### config.mk
export PLATFORM = sky130hd
export DESIGN_NAME = uart_tx_serializer_flat
export DESIGN_NICKNAME = d
export VERILOG_FILES = /design/src/rtl/uart_tx_serializer_if.sv /design/src/rtl/uart_tx_serializer.sv /design/src/flat_wrapper.sv
export SDC_FILE = /design/constraint.sdc
export NUM_CORES = 1
export LEC_CHECK = 0
export BUFFER_PORTS_ARGS = -buffer_cell sky130_fd_sc_hd__buf_2
export CAP_MARGIN = 20
export CORE_MARGIN = 2
export CORE_UTILIZATION = 40
export DETAILED_ROUTE_END_ITERATION = 6
export PLACE_DENSITY = 0.56
export SLEW_MARGIN = 40
export SYNTH_ARGS = -nofsm -noshare
export SYNTH_HDL_FRONTEND = slang
export SYNTH_SLANG_ARGS = --single-unit
### constraint.sdc
create_clock -name clk -period 2.45 [get_ports clk]
set_input_delay 0.245 -clock clk [delete_from_list [all_inputs] [get_ports clk]]
set_output_delay 0.245 -clock clk [all_outputs]
set_load 0.1 [all_outputs]
### src/rtl/uart_tx_serializer_if.sv
// ---------------------------------------------------------------------------
// uart_tx_serializer_if
//   Bundles the oversample tick, the byte request handshake and the serial
//   line of the UART transmitter.
//   Signals:
//     s_tick       1-cycle oversample tick at 16x baud (from the baud timer)
//     tx_start     request to send tx_data (honoured only while idle)
//     tx_data      word to send, captured when the request is accepted
//     tx           serial line, idle high
//     tx_busy      high while a frame is in flight
//     tx_done_tick 1-cycle pulse when the stop bit completes
//   Modports:
//     master  byte source / tick source (drives requests, observes status)
//     slave   the serializer itself
// ---------------------------------------------------------------------------
interface uart_tx_serializer_if #(
    parameter int DBIT = 8
);
    logic            s_tick;
    logic            tx_start;
    logic [DBIT-1:0] tx_data;
    logic            tx;
    logic            tx_busy;
    logic            tx_done_tick;

    modport master (
        output s_tick,
        output tx_start,
        output tx_data,
        input  tx,
        input  tx_busy,
        input  tx_done_tick
    );

    modport slave (
        input  s_tick,
        input  tx_start,
        input  tx_data,
        output tx,
        output tx_busy,
        output tx_done_tick
    );
endinterface

### src/rtl/uart_tx_serializer.sv
// ---------------------------------------------------------------------------
// uart_tx_serializer
//   Transmit half of the RFID/RSA UART link. Sends one DBIT-wide word per
//   accepted request as: start bit (0), data LSB first, optional parity bit,
//   stop bit(s) (1). Every bit lasts 16 s_tick events; the stop bit lasts
//   SB_TICK events. tx_done_tick lets the result streamer issue the next word
//   in the very cycle the line returns to idle, giving gapless back-to-back
//   frames.
//   Ports:
//     clk      system clock, rising edge
//     reset_n  asynchronous active-low reset; abandons any frame in flight
//     bus      uart_tx_serializer_if.slave (s_tick, tx_start, tx_data in;
//              tx, tx_busy, tx_done_tick out, all straight from flops)
//   Parameters:
//     DBIT        data bits per frame (1..16)
//     SB_TICK     stop length in s_tick events (16 = 1 stop, 32 = 2 stop)
//     PARITY_EN   1 appends a parity bit after the data
//     PARITY_ODD  1 selects odd parity, 0 even
// ---------------------------------------------------------------------------
module uart_tx_serializer #(
    parameter int DBIT       = 8,
    parameter int SB_TICK    = 16,
    parameter int PARITY_EN  = 0,
    parameter int PARITY_ODD = 0
) (
    input  logic                  clk,
    input  logic                  reset_n,
    uart_tx_serializer_if.slave   bus
);

    // A single data bit still needs a one-bit counter to keep the port legal.
    localparam int            NW        = (DBIT > 1) ? $clog2(DBIT) : 1;
    localparam logic [4:0]    BIT_LAST  = 5'd15;
    localparam logic [4:0]    STOP_LAST = 5'(SB_TICK - 1);
    localparam logic [NW-1:0] N_LAST    = NW'(DBIT - 1);

    typedef enum logic [2:0] {
        IDLE,
        START,
        DATA,
        PARITY,
        STOP
    } state_t;

    state_t          state;
    logic [4:0]      s_cnt;
    logic [NW-1:0]   n_cnt;
    logic [DBIT-1:0] b_reg;
    logic [DBIT-1:0] b_shift;
    logic            par_reg;
    logic            tx_reg;
    logic            busy_reg;
    logic            done_reg;
    logic            bit_end;
    logic            stop_end;

    // Parity bit value that makes the total count of ones even (or odd).
    function automatic logic parity_of(input logic [DBIT-1:0] d);
        return (^d) ^ (PARITY_ODD != 0);
    endfunction

    assign b_shift  = b_reg >> 1;
    assign bit_end  = bus.s_tick && (s_cnt == BIT_LAST);
    assign stop_end = bus.s_tick && (s_cnt == STOP_LAST);

    // The line value for the next bit is loaded on the same edge that
    // changes state, so tx is a plain flop and moves only at bit boundaries.
    always_ff @(posedge clk or negedge reset_n) begin
        if (!reset_n) begin
            state    <= IDLE;
            s_cnt    <= '0;
            n_cnt    <= '0;
            b_reg    <= '0;
            par_reg  <= 1'b0;
            tx_reg   <= 1'b1;
            busy_reg <= 1'b0;
            done_reg <= 1'b0;
        end else begin
            done_reg <= 1'b0;
            case (state)
                IDLE: begin
                    tx_reg <= 1'b1;
                    // A tick arriving together with the request is not
                    // counted: the start bit always begins at s_cnt = 0.
                    if (bus.tx_start) begin
                        b_reg    <= bus.tx_data;
                        par_reg  <= parity_of(bus.tx_data);
                        s_cnt    <= '0;
                        tx_reg   <= 1'b0;
                        busy_reg <= 1'b1;
                        state    <= START;
                    end
                end

                START: begin
                    if (bit_end) begin
                        s_cnt  <= '0;
                        n_cnt  <= '0;
                        tx_reg <= b_reg[0];
                        state  <= DATA;
                    end else if (bus.s_tick) begin
                        s_cnt <= s_cnt + 5'd1;
                    end
                end

                DATA: begin
                    if (bit_end) begin
                        b_reg <= b_shift;
                        s_cnt <= '0;
                        if (n_cnt == N_LAST) begin
                            if (PARITY_EN != 0) begin
                                tx_reg <= par_reg;
                                state  <= PARITY;
                            end else begin
                                tx_reg <= 1'b1;
                                state  <= STOP;
                            end
                        end else begin
                            n_cnt  <= n_cnt + 1'b1;
                            tx_reg <= b_shift[0];
                        end
                    end else if (bus.s_tick) begin
                        s_cnt <= s_cnt + 5'd1;
                    end
                end

                PARITY: begin
                    if (bit_end) begin
                        s_cnt  <= '0;
                        tx_reg <= 1'b1;
                        state  <= STOP;
                    end else if (bus.s_tick) begin
                        s_cnt <= s_cnt + 5'd1;
                    end
                end

                STOP: begin
                    tx_reg <= 1'b1;
                    // Busy drops together with the done pulse, so a request
                    // held high is accepted in the done cycle itself.
                    if (stop_end) begin
                        s_cnt    <= '0;
                        busy_reg <= 1'b0;
                        done_reg <= 1'b1;
                        state    <= IDLE;
                    end else if (bus.s_tick) begin
                        s_cnt <= s_cnt + 5'd1;
                    end
                end

                default: begin
                    tx_reg   <= 1'b1;
                    busy_reg <= 1'b0;
                    state    <= IDLE;
                end
            endcase
        end
    end

    assign bus.tx           = tx_reg;
    assign bus.tx_busy      = busy_reg;
    assign bus.tx_done_tick = done_reg;

endmodule

### src/flat_wrapper.sv
// flat-port wrapper written by rule: the top's interface ports become plain ports
module uart_tx_serializer_flat 
#(
    parameter int DBIT       = 8,
    parameter int SB_TICK    = 16,
    parameter int PARITY_EN  = 0,
    parameter int PARITY_ODD = 0
)
  (clk, reset_n, bus_s_tick, bus_tx_start, bus_tx_data, bus_tx, bus_tx_busy, bus_tx_done_tick);
  uart_tx_serializer_if #(.DBIT(DBIT)) bus_i ();
  input  logic clk;
  input  logic reset_n;
  input wire logic [$bits(bus_i.s_tick)-1:0] bus_s_tick;
  input wire logic [$bits(bus_i.tx_start)-1:0] bus_tx_start;
  input wire logic [$bits(bus_i.tx_data)-1:0] bus_tx_data;
  output wire logic [$bits(bus_i.tx)-1:0] bus_tx;
  output wire logic [$bits(bus_i.tx_busy)-1:0] bus_tx_busy;
  output wire logic [$bits(bus_i.tx_done_tick)-1:0] bus_tx_done_tick;
  assign bus_i.s_tick = bus_s_tick;
  assign bus_i.tx_start = bus_tx_start;
  assign bus_i.tx_data = bus_tx_data;
  assign bus_tx = bus_i.tx;
  assign bus_tx_busy = bus_i.tx_busy;
  assign bus_tx_done_tick = bus_i.tx_done_tick;
  uart_tx_serializer #(.DBIT(DBIT), .SB_TICK(SB_TICK), .PARITY_EN(PARITY_EN), .PARITY_ODD(PARITY_ODD)) u_core (.clk(clk), .reset_n(reset_n), .bus(bus_i));
endmodule
==> impl_metrics.tcl <==
set metrics [dict create \
    grtUsageMet2_pct 23.92 \
    final_max_slew_viol_count 0 \
    worst_setup_path_start_kind "register" \
    synth-seq-area-share_pct 46.32 \
    clock-sinks 22 \
    grt-ovfl-total 0 \
    rsz0062_at_grt "no" \
    hp-class "in2reg" \
    end_kind "register" \
    crit_chain "ha_1, ha_1, or3b_4, a2111oi_4, nand3_1, o21ai_0" \
    synth_top_area_share_pct 44.12 \
    yosysUniqueCellTypes 40 \
    use_met3_pct 4.835 \
    yosysMostFrequentCell "dfrtp_1" \
    avgSynthCellArea_um2 10.93 \
    die_area_mm2 0.003430 \
    grt_pass1_vias 816 \
    drive_gt1_share_pct 28.23 \
    critical_path.top_delay_family "compound AO/OA/AOI/OAI gates" \
    cts_setup_buffers 0 \
    slowest_stage "a2111oi_4" \
    numPortBuffers 14 \
    synth-edff-count 0 \
    finalCritPeriodShare_pct 81.27 \
    die_y_um 58.57 \
    cts_root_buf "clkbuf_4" \
    slew_headroom_pct 57.43 \
    ir_worst_vdd_uv 928.9 \
    dr.pass1.iters 4 \
    synth_flop_cell "dfrtp_1" \
    use_met1_pct 20.00 \
    synthesis.nets 124 \
    worst_ep_arrival_time_ns 2.23 \
    area_growth_pct 10.40 \
    syn_area_mm2 0.001191 \
    period_needed_ns 1.991 \
    antenna_found_initial 0 \
    ys.warnings.count 0 \
    max_freq_mhz 502.2 \
    vias 882 \
    initial_core_util_pct 42.82 \
    clkSlewWorstSetupHoldPaths_ns 0.13 \
    cts_tree "yes" \
    final_nets 140 \
    async_flop_share_pct 100.0 \
    grt_usage_pct 15.06 \
    rows 19 \
    drtIter0Drc 20 \
    finalSetupViolations 0 \
    synth_area_leader_cell "dfrtp_1" \
    place.gp.congestion 0.7173 \
    grt_first_pass_wirelength_um 3870 \
    finalWirelength_um 2210 \
    drt.antenna.violating_nets 0 \
    cts_made_buffers 3 \
    post_drt_via_cell_ratio 5.690 \
    clk_latency_ns 0.31 \
    pre_cts_ws_ns 0.4681 \
    required_ns 2.69 \
    grt_max_degree 23 \
    clockBufferDepth 2 \
    wl_per_cell_um 14.26 \
    ioPinCount 15 \
    drcViolationCount 0 \
    antenna_cells 0 \
    critPathKind "reg2reg" \
    worst_slew_pin_slew_ns 0.6207 \
    synthTopCellsByCount "21 x dfrtp_1, 9 x o21ai_0, 8 x or3_1, 6 x nand3_1" \
    critPathMaxStageDelay_ns 0.47 \
    hold_viol_final 0 \
    busiest_layer "met2" \
    hpwl_um 1609 \
    design.core.area_mm2 0.002781 \
    synth_seq_cells 22 \
    cp_num_buf_inv 0 \
    synthTopCellsByArea "dfrtp_1 44%, o221a_2 4.7%, or3_1 4.2%" \
    max_cap_violations 0 \
    largest_reg_flops 8 \
    tns_ns 0 \
    cpMostUsedCell "ha_1" \
    fin_worst_skew_ns 0.001896 \
    status "finished clean" \
    layout_setup_ws_ns 0.4588 \
    p_per_area_mw_per_mm2 1002 \
    path_max_fanout 6 \
    htreeDepth 1 \
    die_x_um 58.57 \
    syn_inst 109 \
    p_leak_nw 0.5773 \
]
final cells by class:
type	instances	area, µm²
clock buffers	4	36.28
fillers	253	1466
inverters	5	18.77
multi-input cells	76	574.3
flip-flops and latches	22	551.8
well taps	31	38.79
repair buffers	17	95.09
tightest hold or removal path, cell delays in order:
cell	delay, ns
buf_2	0.08
nand2_1	0.03
o21ai_0	0.05
metrics by stage:
stage	utilization, %	instances	cell area, µm²	hold WS [ns]	total power [mW]
4_1_cts	47.28	155	1315	0.1143	1.333
6_report	47.28	155	1315	0.1276	1.317
2_1_floorplan	-	109	1191	-0.05059	1.055
5_1_grt	47.28	155	1315	0.1254	1.422
3_5_place_dp	45.61	150	1269	0.2476	1.121
3_3_place_gp	45.61	150	1269	0.2453	1.110
path summary, 6_finish.rpt:
path | cells past startpoint | slack [ns] | from | endpoint
worst max-delay path | 6 | 0.46 | u_core.n_cnt[0] | u_core.n_cnt[0]
min in group asynchronous | 2 | 0.40 | reset_n | u_core.bus.tx_busy
worst min-delay path | 3 | 0.13 | bus_tx_data[7] | u_core.b_reg[7]
max in group asynchronous | 2 | 1.69 | reset_n | u_core.bus.tx
worst max register to register | 6 | 0.46 | u_core.n_cnt[0] | u_core.n_cnt[0]
worst min register to register | 2 | 0.53 | u_core.s_cnt[1] | u_core.s_cnt[1]
cell usage in the layout, fill, tap and decap left out, drive strengths merged, types with 4 or more instances in the layout:
| master | synthesis | final |
|---|---|---|
| nor2 | 6 | 6 |
| inv | 5 | 5 |
| dfrtp | 21 | 21 |
| nand3 | 6 | 6 |
| o221a | 7 | 7 |
| or3 | 8 | 8 |
| buf | 4 | 16 |
| a21oi | 4 | 4 |
| nand2 | 4 | 4 |
| o21ai | 10 | 10 |
| clkbuf | 2 | 4 |
metal layers:
layer / part of all wire (%) / up-vias
met5: 0 / -
li1: - / 433
met1: 49 / 436
met2: 46 / 11
met3: 3.8 / 2
met4: 1.0 / 0
report_power, final:
part | switching (mW) | internal [mW]
Clock | 0.117 | 0.0909
Sequential | 0.127 | 0.507
Combinational | 0.255 | 0.220
repair_timing:
item                      in CTS  in global routing
hold buffers                   1                  0
hold endpoints to repair      21                  0
resized for setup              0                  0
cell families after synthesis:
kind of cell / Yosys count / synth area share [%]
compound gates: 31 / 20.59
xor+xnor: 2 / 1.471
fa+ha+maj: 3 / 3.152
buf+inv: 11 / 5.462
flops: 22 / 46.32
mux: 3 / 2.626
simple gates: 37 / 20.38
No activity file was read; power rests on OpenSTA's default activity.
